<file path="config.mk">
export PLATFORM = sky130hd
export DESIGN_NAME = ahb_resp_mux
export DESIGN_NICKNAME = d
export VERILOG_FILES = /design/src/rtl/ahb_resp_mux.sv
export SDC_FILE = /design/constraint.sdc
export NUM_CORES = 1
export LEC_CHECK = 0
export BUFFER_PORTS_ARGS = -buffer_cell sky130_fd_sc_hd__buf_2
export CORE_AREA = 2 2 95 97
export CTS_CLUSTER_DIAMETER = 120
export DETAILED_ROUTE_END_ITERATION = 12
export DIE_AREA = 0 0 97 99
export GPL_ROUTABILITY_DRIVEN = 0
export MAX_ROUTING_LAYER = met4
export PLACE_DENSITY = 0.59
export SYNTH_ARGS = -nofsm -noshare
export SYNTH_HDL_FRONTEND = slang
export SYNTH_SLANG_ARGS = --single-unit
</file>
<file path="constraint.sdc">
create_clock -name clk_i -period 5.31 [get_ports clk_i]
set_clock_uncertainty 0.15 [all_clocks]
set_input_delay 0 -clock clk_i [delete_from_list [all_inputs] [get_ports clk_i]]
set_output_delay 0 -clock clk_i [all_outputs]
set_load 0.005 [all_outputs]
</file>
<file path="src/rtl/ahb_resp_mux.sv">
// ---------------------------------------------------------------------------
// ahb_resp_mux
//
// Slave-to-master response path of the shared AHB bus. The address-phase
// slave select is registered into the data phase, and the selected slave's
// HRDATA / HREADYOUT / HRESP is muxed back to the masters. Transfers that no
// slave claims are answered by the built-in default slave with a two-cycle
// ERROR response.
//
// Optional feature: define AHB_RESP_MUX_FAULT_CAPTURE_EN to build a sticky
// capture of the first unmapped HADDR. Without it, err_valid_o / err_addr_o
// are constant 0 and err_clr_i is ignored.
//
// Ports
//   clk_i                 bus clock (HCLK)
//   rst_i                 asynchronous reset, active-high (HRESET)
//   htrans_i[1:0]         shared-bus transfer type
//   haddr_i               shared-bus address (used only by fault capture)
//   hsel_<slave>_i        decoder address-phase selects
//   hrdata_<slave>_i      slave read data
//   hreadyout_<slave>_i   slave ready
//   hresp_<slave>_i       slave response, 1 = ERROR
//   hrdata_o              muxed read data to the masters
//   hready_o              global HREADY, to masters and slave HREADY inputs
//   hresp_o               muxed response
//   err_clr_i             clears the fault capture
//   err_valid_o           sticky flag: an unmapped access has been seen
//   err_addr_o            HADDR of the first unmapped access
// ---------------------------------------------------------------------------
module ahb_resp_mux #(
  parameter int DATA_WIDTH = 32,
  parameter int ADDR_WIDTH = 32
) (
  input  logic                  clk_i,
  input  logic                  rst_i,

  input  logic [1:0]            htrans_i,
  input  logic [ADDR_WIDTH-1:0] haddr_i,

  input  logic                  hsel_rom_i,
  input  logic                  hsel_sram_i,
  input  logic                  hsel_apb_i,
  input  logic                  hsel_dma_i,

  input  logic [DATA_WIDTH-1:0] hrdata_rom_i,
  input  logic [DATA_WIDTH-1:0] hrdata_sram_i,
  input  logic [DATA_WIDTH-1:0] hrdata_apb_i,
  input  logic [DATA_WIDTH-1:0] hrdata_dma_i,

  input  logic                  hreadyout_rom_i,
  input  logic                  hreadyout_sram_i,
  input  logic                  hreadyout_apb_i,
  input  logic                  hreadyout_dma_i,

  input  logic                  hresp_rom_i,
  input  logic                  hresp_sram_i,
  input  logic                  hresp_apb_i,
  input  logic                  hresp_dma_i,

  output logic [DATA_WIDTH-1:0] hrdata_o,
  output logic                  hready_o,
  output logic                  hresp_o,

  input  logic                  err_clr_i,
  output logic                  err_valid_o,
  output logic [ADDR_WIDTH-1:0] err_addr_o
);

  // -------------------------------------------------------------------------
  // Types
  // -------------------------------------------------------------------------
  typedef enum logic [2:0] {
    DSEL_NONE,
    DSEL_ROM,
    DSEL_SRAM,
    DSEL_APB,
    DSEL_DMA,
    DSEL_DEF
  } dsel_e;

  typedef enum logic [1:0] {
    DEF_IDLE,
    DEF_ERR1,
    DEF_ERR2
  } def_state_e;

  // -------------------------------------------------------------------------
  // Address-phase decode
  // -------------------------------------------------------------------------
  dsel_e dsel_q, dsel_d;
  logic  dsel_load;
  logic  load_def;

  // Only NONSEQ/SEQ (htrans[1]=1) carry a data phase. Overlapping selects are
  // a decoder fault; fixed priority picks one and no error is raised.
  // NOTE: every output of an always_comb gets a default on entry so no path
  // leaves it unassigned, which would otherwise infer a latch.
  always_comb begin
    dsel_d = DSEL_NONE;
    if (htrans_i[1]) begin
      if      (hsel_rom_i)  dsel_d = DSEL_ROM;
      else if (hsel_sram_i) dsel_d = DSEL_SRAM;
      else if (hsel_apb_i)  dsel_d = DSEL_APB;
      else if (hsel_dma_i)  dsel_d = DSEL_DMA;
      else                  dsel_d = DSEL_DEF;
    end
  end

  // The address phase is accepted only when the current data phase completes,
  // so dsel holds through any number of slave wait states and through ERR1.
  assign dsel_load = hready_o;
  assign load_def  = dsel_load && (dsel_d == DSEL_DEF);

  // NOTE: sequential state uses non-blocking assignments so every register
  // samples the pre-edge values regardless of block evaluation order.
  always_ff @(posedge clk_i or posedge rst_i) begin
    if (rst_i) begin
      dsel_q <= DSEL_NONE;
    end else if (dsel_load) begin
      dsel_q <= dsel_d;
    end
  end

  // -------------------------------------------------------------------------
  // Default slave: two-cycle ERROR response
  //   ERR1: HREADY=0, HRESP=1  (master sees the error while stalled)
  //   ERR2: HREADY=1, HRESP=1  (completes; next address phase is taken)
  // The response outputs are registered alongside the state so the mux sees
  // clean flop outputs and reset drives them immediately.
  // -------------------------------------------------------------------------
  def_state_e def_state_q;
  logic       def_hready_q;
  logic       def_hresp_q;

  always_ff @(posedge clk_i or posedge rst_i) begin
    if (rst_i) begin
      def_state_q  <= DEF_IDLE;
      def_hready_q <= 1'b1;
      def_hresp_q  <= 1'b0;
    end else begin
      unique case (def_state_q)
        DEF_IDLE: begin
          if (load_def) begin
            def_state_q  <= DEF_ERR1;
            def_hready_q <= 1'b0;
            def_hresp_q  <= 1'b1;
          end
        end
        DEF_ERR1: begin
          def_state_q  <= DEF_ERR2;
          def_hready_q <= 1'b1;
          def_hresp_q  <= 1'b1;
        end
        DEF_ERR2: begin
          // HREADY is high here, so dsel reloads on this edge; another
          // unmapped transfer chains straight into ERR1 with no idle cycle.
          if (load_def) begin
            def_state_q  <= DEF_ERR1;
            def_hready_q <= 1'b0;
            def_hresp_q  <= 1'b1;
          end else begin
            def_state_q  <= DEF_IDLE;
            def_hready_q <= 1'b1;
            def_hresp_q  <= 1'b0;
          end
        end
        default: begin
          def_state_q  <= DEF_IDLE;
          def_hready_q <= 1'b1;
          def_hresp_q  <= 1'b0;
        end
      endcase
    end
  end

  // -------------------------------------------------------------------------
  // Data-phase response mux (purely combinational: zero added latency)
  // -------------------------------------------------------------------------
  always_comb begin
    hrdata_o = '0;
    hready_o = 1'b1;
    hresp_o  = 1'b0;
    unique case (dsel_q)
      DSEL_NONE: begin
        hrdata_o = '0;
        hready_o = 1'b1;
        hresp_o  = 1'b0;
      end
      DSEL_ROM: begin
        hrdata_o = hrdata_rom_i;
        hready_o = hreadyout_rom_i;
        hresp_o  = hresp_rom_i;
      end
      DSEL_SRAM: begin
        hrdata_o = hrdata_sram_i;
        hready_o = hreadyout_sram_i;
        hresp_o  = hresp_sram_i;
      end
      DSEL_APB: begin
        hrdata_o = hrdata_apb_i;
        hready_o = hreadyout_apb_i;
        hresp_o  = hresp_apb_i;
      end
      DSEL_DMA: begin
        hrdata_o = hrdata_dma_i;
        hready_o = hreadyout_dma_i;
        hresp_o  = hresp_dma_i;
      end
      DSEL_DEF: begin
        hrdata_o = '0;
        hready_o = def_hready_q;
        hresp_o  = def_hresp_q;
      end
      default: begin
        hrdata_o = '0;
        hready_o = 1'b1;
        hresp_o  = 1'b0;
      end
    endcase
  end

  // -------------------------------------------------------------------------
  // Unmapped-access fault capture
  // -------------------------------------------------------------------------
`ifdef AHB_RESP_MUX_FAULT_CAPTURE_EN
  logic                  err_valid_q;
  logic [ADDR_WIDTH-1:0] err_addr_q;

  // First unmapped address is sticky. A clear on the same edge as a new
  // unmapped access is treated as clear-then-capture, so capture wins.
  always_ff @(posedge clk_i or posedge rst_i) begin
    if (rst_i) begin
      err_valid_q <= 1'b0;
      err_addr_q  <= '0;
    end else if (load_def && (!err_valid_q || err_clr_i)) begin
      err_valid_q <= 1'b1;
      err_addr_q  <= haddr_i;
    end else if (err_clr_i) begin
      err_valid_q <= 1'b0;
      err_addr_q  <= '0;
    end
  end

  assign err_valid_o = err_valid_q;
  assign err_addr_o  = err_addr_q;

  // htrans[0] distinguishes NONSEQ/SEQ and IDLE/BUSY, which this block
  // treats alike.
  logic unused_inputs;
  assign unused_inputs = htrans_i[0];
`else
  assign err_valid_o = 1'b0;
  assign err_addr_o  = '0;

  // Without capture, HADDR and err_clr have no consumer.
  logic unused_inputs;
  assign unused_inputs = ^{htrans_i[0], haddr_i, err_clr_i};
`endif

endmodule

</file>
==> flow_summary.toml, run 1 <==
[synthesis]
synth_top_family_by_area = "compound AO/OA/AOI/OAI gates"
synthMuxAreaShare_pct = 24.4
synth_compound_area_share_pct = 34.5
syn_area_mm2 = 0.00152
synthSimpleGateAreaFrac_pct = 4.95
synthCells = 193
syn_avg_cell_area_um2 = 7.85
synth_seq_cells = 7
yosysSeqAreaShare_pct = 11.6
ys.flop_type = "dfrtp_1"
ys_types = 25
synthArstFlopShare_pct = 100
yosys.area_share.xor_xnor_pct = 0
synth_edf_count = 0
ys_warn_count = 0
synth_fa_ha_area_share_pct = 0

[route]
routed_wl_mm = 5.95
vias = 2084
drt-initial-drc-count = 73
drc = 0
drtAntennaViolNets = 0
firstDrtPassIters = 4
post_drt_wl_per_cell_um = 12.7
vias_per_cell = 4.46

[worst_setup_path]
worstPathArrival_ns = 3.01
crit_chain = "nor2b_4 -> a22oi_2 -> o2111a_1 -> mux2_4"
end_kind = "flop"
slowest_delay_ns = 1.06
critPathBufInv = 0
crit_required_ns = 5.26
crit_fanout = 39
crit_family = "flip-flops"
crit_slowest_cell = "dfrtp_2"
startpoint_type = "flop"
critical_path_class = "flop to flop"

[timing]
setup_violations = 0
max_freq_mhz = 328
slew_viol_final = 0
min_period_ns = 3.05
setup_tns_ns = 0
slew-limit-headroom_pct = 29.2
rsz0062_at_grt = "no"
hold_violations = 0
worst-slew-pin-transition_ns = 1.06
fin_crit_sh_pct = 57.5
setup_slack_ns = 2.26

[place]
post-place-ws_ns = 2.19
dpl.hpwl_mm = 4.60
place_area_mm2 = 0.00233
port_buffers = 176

[clock_network]
cts_sinks = 7
cts_root_buffer = "clkbuf_8"
path_clk_slew_ns = 0.04
clock_latency_ns = 0.22
ctsResizeCount = 0
cts_buffer_depth = 2
htreeDepth = 1
cts_tree = "done"
post_cts_buffers = 0
hold_buffers = 5
numCtsBuffers = 3

[worst_hold_path]
holdCritPathClass = "input port to flop"

[floorplan]
pin_count = 244
num_rows = 34
die_h_um = 99
dieArea_mm2 = 0.00960
initial_utilization_pct = 17.7
die_w_um = 97
core_area_mm2 = 0.00855

[global_route]
grt_pass1_wl_mm = 9.35
grt_use_total_pct = 11.8
grt_max_degree = 40
grt_overflow = 0
grt_pass1_vias = 1972
antenna_found_initial = 0

[finish]
final_common_cell = "buf_2"
syn_to_final_growth_pct = 60.1
final_layout_size_suffix_gt1_share_pct = 52.4
num_antenna_cells = 0
nets = 537
final_cell_area_mm2 = 0.00243
layout_common_cells = "buf_2 (176), mux2i_1 (34), o22ai_1 (33), conb_1 (33), a22oi_1 (32)"

[power_and_ir_drop]
ir_drop_mv = 0.167
power.total_w = 0.000728
p_leak_nw = 1.26
powerDensity_mw_per_mm2 = 300

[job]
maxCapViolations = 0

[status]
status = "completed"
per-layer routing:
| layer | global-route usage, % | up-vias | part of all wire, % |
|---|---|---|---|
| met4 | 0.650 | 0 | 0 |
| li1 | - | 1008 | - |
| met5 | - | - | 0 |
| met2 | 21.6 | 133 | 52 |
| met1 | 14.2 | 943 | 40 |
| met3 | 1.84 | 0 | 8.8 |
worst reg2reg max path, cell delays in order (launching register included):
cell	delay, ns
dfrtp_2	1.06
nor2b_4	0.90
a22oi_2	0.09
o2111a_1	0.40
mux2_4	0.34
flip-flops by register name (all words and copies together), names as in the netlist:
signal / cells
def_hready_q: 1
def_hresp_q: 1
def_state_q: 2
dsel_q: 3
worst paths after layout:
kind                                     start        endpoint  slack [ns]  depth (start not counted)
worst max-delay path                 dsel_q[1]       dsel_q[2]        2.26                          4
worst min-delay path               hsel_sram_i     def_hresp_q        0.02                          4
worst max register to register       dsel_q[1]       dsel_q[2]        2.26                          4
worst min register to register  def_state_q[1]  def_state_q[1]        0.31                          1
max in group asynchronous                rst_i    def_hready_q        4.64                          3
min in group asynchronous                rst_i     def_hresp_q        0.10                          3
per-stage QoR:
stage                     hold slack, ns  instances  util (%)
final                             0.0158        467      28.4
after global routing              0.0575        467      28.4
after CTS                        0.00437        467      28.4
after detailed placement          -0.209        458      27.3
after global placement            -0.211        458      27.3
after floorplan                   -0.347        225         -
power breakdown:
part	internal, W	switching [W]	total [W]
combinational	0.000270	0.000247	0.000517
clock	0.0000517	0.0000206	0.0000723
sequential	0.0000700	0.0000687	0.000139
cells by family after synthesis:
kind of cell           Yosys count
AO/OA/AOI/OAI                   75
buffers and inverters           58
multiplexers                    36
AND/OR/NAND/NOR                 16
flip-flops                       7
other                            1
synthesized netlist by cell type, types with 2 or more instances:
cell,count,area [um2]
a22oi_1,32,240
dfrtp_1,6,150
buf_6,2,22.5
inv_1,4,15.0
buf_2,5,25.0
nor2_1,7,26.3
buf_4,34,255
a21oi_1,3,15.0
mux2i_1,34,340
nor2b_1,2,12.5
o21ai_0,2,10.0
nand2_1,3,11.3
clkbuf_1,13,48.8
o22ai_1,33,206
mux2_4,2,30.0
nand2b_1,2,12.5
final cells by class:
cell class	count	area [um2]
clock buffers	4	45.0
fillers	939	6120
inverters	4	15.0
multi-input cells	160	1100
flip-flops and latches	7	178
well taps	108	135
repair buffers	184	953
No activity file was read; power rests on OpenSTA's default activity.
==> run 2, diff against run 1 <==
- PLACE_DENSITY: 0.59 -> 0.61
- clock period: 5.31 -> 2.8 ns (I/O delays scaled with it)
==> run 2 against run 1 <==
Non-clock buffer count up 3. Register-to-register slack worse by 1.4 ns. Power up 91%. Clock power up 92%. Count of clock-buffer cells in the layout unchanged. Global-route usage down 0.60 points. Worst setup slack worse by 1.5 ns.
==> flow_summary.toml, run 2 (synthesized netlist as in run 1, its figures left out) <==
[clock_network]
cts_sinks = 7
cts_buffer_depth = 2
cts_tree = "done"
numCtsBuffers = 3
htreeDepth = 1
clock_latency_ns = 0.22
path_clk_slew_ns = 0.04
cts_root_buffer = "clkbuf_8"
ctsResizeCount = 0

[finish]
nets = 540
final_layout_size_suffix_gt1_share_pct = 52.8
num_antenna_cells = 0
reg_top3 = "dsel_q (3), def_state_q (2)"
largest_register = "dsel_q"
syn_to_final_growth_pct = 61.6
largest_reg_flops = 3
layout_common_cells = "buf_2 (176), mux2i_1 (34), o22ai_1 (33), conb_1 (33), a22oi_1 (32)"
final_common_cell = "buf_2"

[power_and_ir_drop]
p_int_w = 0.000752
swShare_pct = 45.8
combPwrFrac_pct = 76.3
sequentialPowerShare_pct = 13.6
powerDensity_mw_per_mm2 = 567
p_leak_nw = 1.27
ir_drop_mv = 0.366
switchingPower_w = 0.000636
p_clk_share_pct = 10.0
power.total_w = 0.00139

[worst_hold_path]
whs_path_depth = 4
holdCritPathClass = "input port to flop"

[job]
maxCapViolations = 0

[floorplan]
die_h_um = 99
die_w_um = 97
dieArea_mm2 = 0.00960
core_area_mm2 = 0.00855
num_rows = 34
pin_count = 244
initial_utilization_pct = 17.7

[place]
port_buffers = 176
dpl.hpwl_mm = 4.54

[global_route]
grt_max_degree = 35
grt_overflow = 0
grt_pass1_vias = 1934
antenna_found_initial = 0
grt_pass1_wl_mm = 8.80
grt_use_total_pct = 11.2

[worst_setup_path]
end_kind = "primary output"
crit_required_ns = 2.65
worstPathArrival_ns = 1.89
startpoint = "dsel_q[2]"
critical_path_class = "flop to primary output"
crit_slowest_cell = "dfrtp_1"
r2r_setup_slack_ns = 0.86
slowest_delay_ns = 0.52
worstReg2RegEnd = "dsel_q[1]"
r2r_cells = 4
crit_chain = "nand2b_1 -> buf_4 -> o22ai_1 -> buf_2"
startpoint_type = "flop"
endpoint = "hrdata_o[25]"
crit_fanout = 22
reg2reg_from = "dsel_q[1]"

[route]
vias = 2086
post_drt_wl_per_cell_um = 12.5
firstDrtPassIters = 4
drtAntennaViolNets = 0
routed_wl_mm = 5.88
drt-initial-drc-count = 68
vias_per_cell = 4.44
drc = 0

[timing]
setup_violations = 0
slew-limit-headroom_pct = 66.4
worst-slew-pin-transition_ns = 0.504
fin_crit_sh_pct = 72.8
min_period_ns = 2.04
max_freq_mhz = 491
holdWs_ns = 0.00533
slew_viol_final = 0
rsz0062_at_grt = "no"
setup_tns_ns = 0
hold_violations = 0

[status]
status = "completed"
run 2: cell count changes in the layout (fill, tap and decap cells not counted), sizes merged:
cell,delta
buf,+3
run 2: critical path: cells and delay by family, from the launching register on:
family | cells | cell delay, ns
buf+inv | 2 | 0.51
flops | 1 | 0.52
simple gates | 1 | 0.47
compound gates | 1 | 0.14
run 2: repair_timing:
item | 4_1_cts | 5_1_grt
setup buffers | 0 | 0
hold endpoints to repair | 10 | 0
hold buffers | 5 | 0
run 2: routing by layer:
layer	wire length, um	up-vias	share of wire, %	global-route usage (%)
met1	2360	948	40	12.7
met4	31	0	0.53	2.49
met3	464	5	7.9	1.42
li1	-	1015	-	-
met2	3030	118	52	20.9
met5	0	-	0	-
run 2: cell type report:
type,count,area [um2]
Clock buffer,4,45.0
Timing Repair Buffer,187,976
Multi-Input combinational cell,160,1100
Fill cell,932,6100
Sequential cell,7,178
Tap cell,108,135
Inverter,4,15.0
run 2: through the flow:
stage / instance area (um2) / std cells / utilization [%] / setup slack [ns]
after floorplan: 1640 / 225 / - / 1.00
after CTS: 2450 / 470 / 28.6 / 0.730
final: 2450 / 470 / 28.6 / 0.762
after global routing: 2450 / 470 / 28.6 / 0.641
after detailed placement: 2350 / 461 / 27.5 / 0.854
after global placement: 2350 / 461 / 27.5 / 0.878
run 2: worst min-delay path by stage:
stage | start | to | slack [ns]
floorplan | rst_i | def_hresp_q | -0.35
global placement | rst_i | def_hresp_q | -0.22
detailed placement | rst_i | def_state_q[1] | -0.21
CTS | hsel_sram_i | def_hready_q | 0.007
global route | hsel_sram_i | dsel_q[1] | 0.07
finish | hsel_sram_i | def_hready_q | 0.005
run 2: power groups by stage:
stage	Sequential [W]	Combinational, W	Clock [W]
final	0.000189	0.00106	0.000139
after global routing	0.000199	0.00116	0.000150
after CTS	0.000193	0.00107	0.000143
after detailed placement	0.000195	0.00107	0
after global placement	0.000193	0.00105	0
after floorplan	0.000145	0.000729	0
==> run 3, diff against run 2 <==
- PLACE_DENSITY: 0.61 -> 0.59
- clock period: 2.8 -> 1.96 ns (I/O delays scaled with it)
==> run 3 against run 2 <==
Sequential power rose by 20%. Combinational power increased by 54%. Final cell count increased by 1.3%. Final area rose by 2.5%. Core utilization increased by 0.72 points. Flip-flop and latch count did not move. Worst hold slack gained 0.00087 ns.
==> flow_summary.toml, run 3 (synthesized netlist as in run 1, its figures left out) <==
[status]
status = "completed"

[power_and_ir_drop]
powerDensity_mw_per_mm2 = 824
ir_drop_mv = 0.434
p_leak_nw = 1.30

[floorplan]
die_h_um = 99
pin_count = 244
die_w_um = 97
dieArea_mm2 = 0.00960
initial_utilization_pct = 17.7
num_rows = 34
core_area_mm2 = 0.00855

[global_route]
grt_overflow = 0
grt_max_degree = 35
grt_pass1_wl_mm = 9.32
grt_use_total_pct = 12.0
grt_pass1_vias = 2021
antenna_found_initial = 0

[route]
maxUsedRoutingLayer = "met4"
met3_length_um = 622
vias = 2127
routed_wl_mm = 6.09
firstDrtPassIters = 4
drt-initial-drc-count = 70
post_drt_wl_per_cell_um = 12.8
met1_length_mm = 2.29
drc = 0
wl_met2_mm = 3.16
vias_per_cell = 4.47
drtAntennaViolNets = 0

[finish]
reg_top3 = "dsel_q (3), def_state_q (2)"
largest_register = "dsel_q"
layout_common_cells = "buf_2 (176), mux2i_1 (34), o22ai_1 (33), conb_1 (33), a22oi_1 (32)"
largest_reg_flops = 3
num_antenna_cells = 0
final_layout_size_suffix_gt1_share_pct = 53.0
syn_to_final_growth_pct = 65.6
multi_input_area_mm2 = 0.00110
final_common_cell = "buf_2"
fillers = 918
nets = 546
regArea_um2 = 178

[timing]
setup_slack_ns = 0.136
setup_tns_ns = 0
min_period_ns = 1.82
rsz0062_at_grt = "no"
max_freq_mhz = 548
fin_crit_sh_pct = 93.1
slew_viol_final = 0
setup_violations = 0
hold_violations = 0

[worst_setup_path]
crit_required_ns = 1.81
end_kind = "primary output"
startpoint_type = "flop"
critical_path_class = "flop to primary output"
crit_fanout = 34
worstPathArrival_ns = 1.67

[job]
maxCapViolations = 0

[place]
post-place-ws_ns = 0.212
port_buffers = 176
dpl.hpwl_mm = 4.78

[clock_network]
htreeDepth = 1
path_clk_slew_ns = 0.04
numCtsBuffers = 3
cts_tree = "done"
cts_sinks = 7
cts_buffer_depth = 2
clock_latency_ns = 0.23
post_cts_buffers = 0
cts_root_buffer = "clkbuf_8"

[worst_hold_path]
holdCritPathClass = "input port to flop"
run 3: report_power, final:
group / internal, W / leakage, nW / switching [W]
combinational: 0.000795 / 1.19 / 0.000837
sequential: 0.000193 / 0.0868 / 0.0000343
clock: 0.000141 / 0.0228 / 0.0000669
run 3: final timing paths:
kind                                 from             end  slack (ns)  cells past startpoint
min in group asynchronous           rst_i     def_hresp_q        0.09                      3
hold / removal                 hsel_apb_i       dsel_q[1]       0.006                      4
setup reg to reg                dsel_q[2]       dsel_q[1]        0.21                      4
setup / recovery                dsel_q[2]         hresp_o        0.14                      6
hold reg to reg            def_state_q[1]  def_state_q[1]        0.30                      1
max in group asynchronous           rst_i    def_hready_q        1.30                      3
run 3: cell type report:
type / count / area share, %
inverters: 4 / 0.598
well taps: 108 / 5.38
clock buffers: 4 / 1.79
multi-input cells: 160 / 43.8
repair buffers: 193 / 41.3
flip-flops and latches: 7 / 7.08
run 3: stage by stage:
step                      instance area, um2  total power, W  hold slack, ns  utilization [%]  std cells
final                                   2510         0.00207         0.00620             29.4        476
after global routing                    2510         0.00225          0.0350             29.4        476
after CTS                               2500         0.00207          0.0139             29.3        476
after detailed placement                2380         0.00185          -0.208             27.9        465
after global placement                  2380         0.00183          -0.213             27.9        465
after floorplan                         1640         0.00125          -0.347                -        225
run 3: worst max-delay path, cell delays in order (launching register included):
cell,delay (ns)
dfrtp_1,0.42
buf_4,0.18
nor2b_4,0.13
buf_8,0.26
a21oi_1,0.14
a21oi_1,0.18
buf_2,0.14
run 3: repair_timing:
action,in CTS,in global routing
gates resized for setup,1,2
endpoints found under the hold margin,10,0
hold buffers,7,0
endpoints found under the setup margin,1,20
run 3: per-layer routing:
layer  track usage [%]  vias up
met5                 -        -
met4              1.30        0
met3              2.41        2
li1                  -     1024
met1              13.8      956
met2              22.1      145
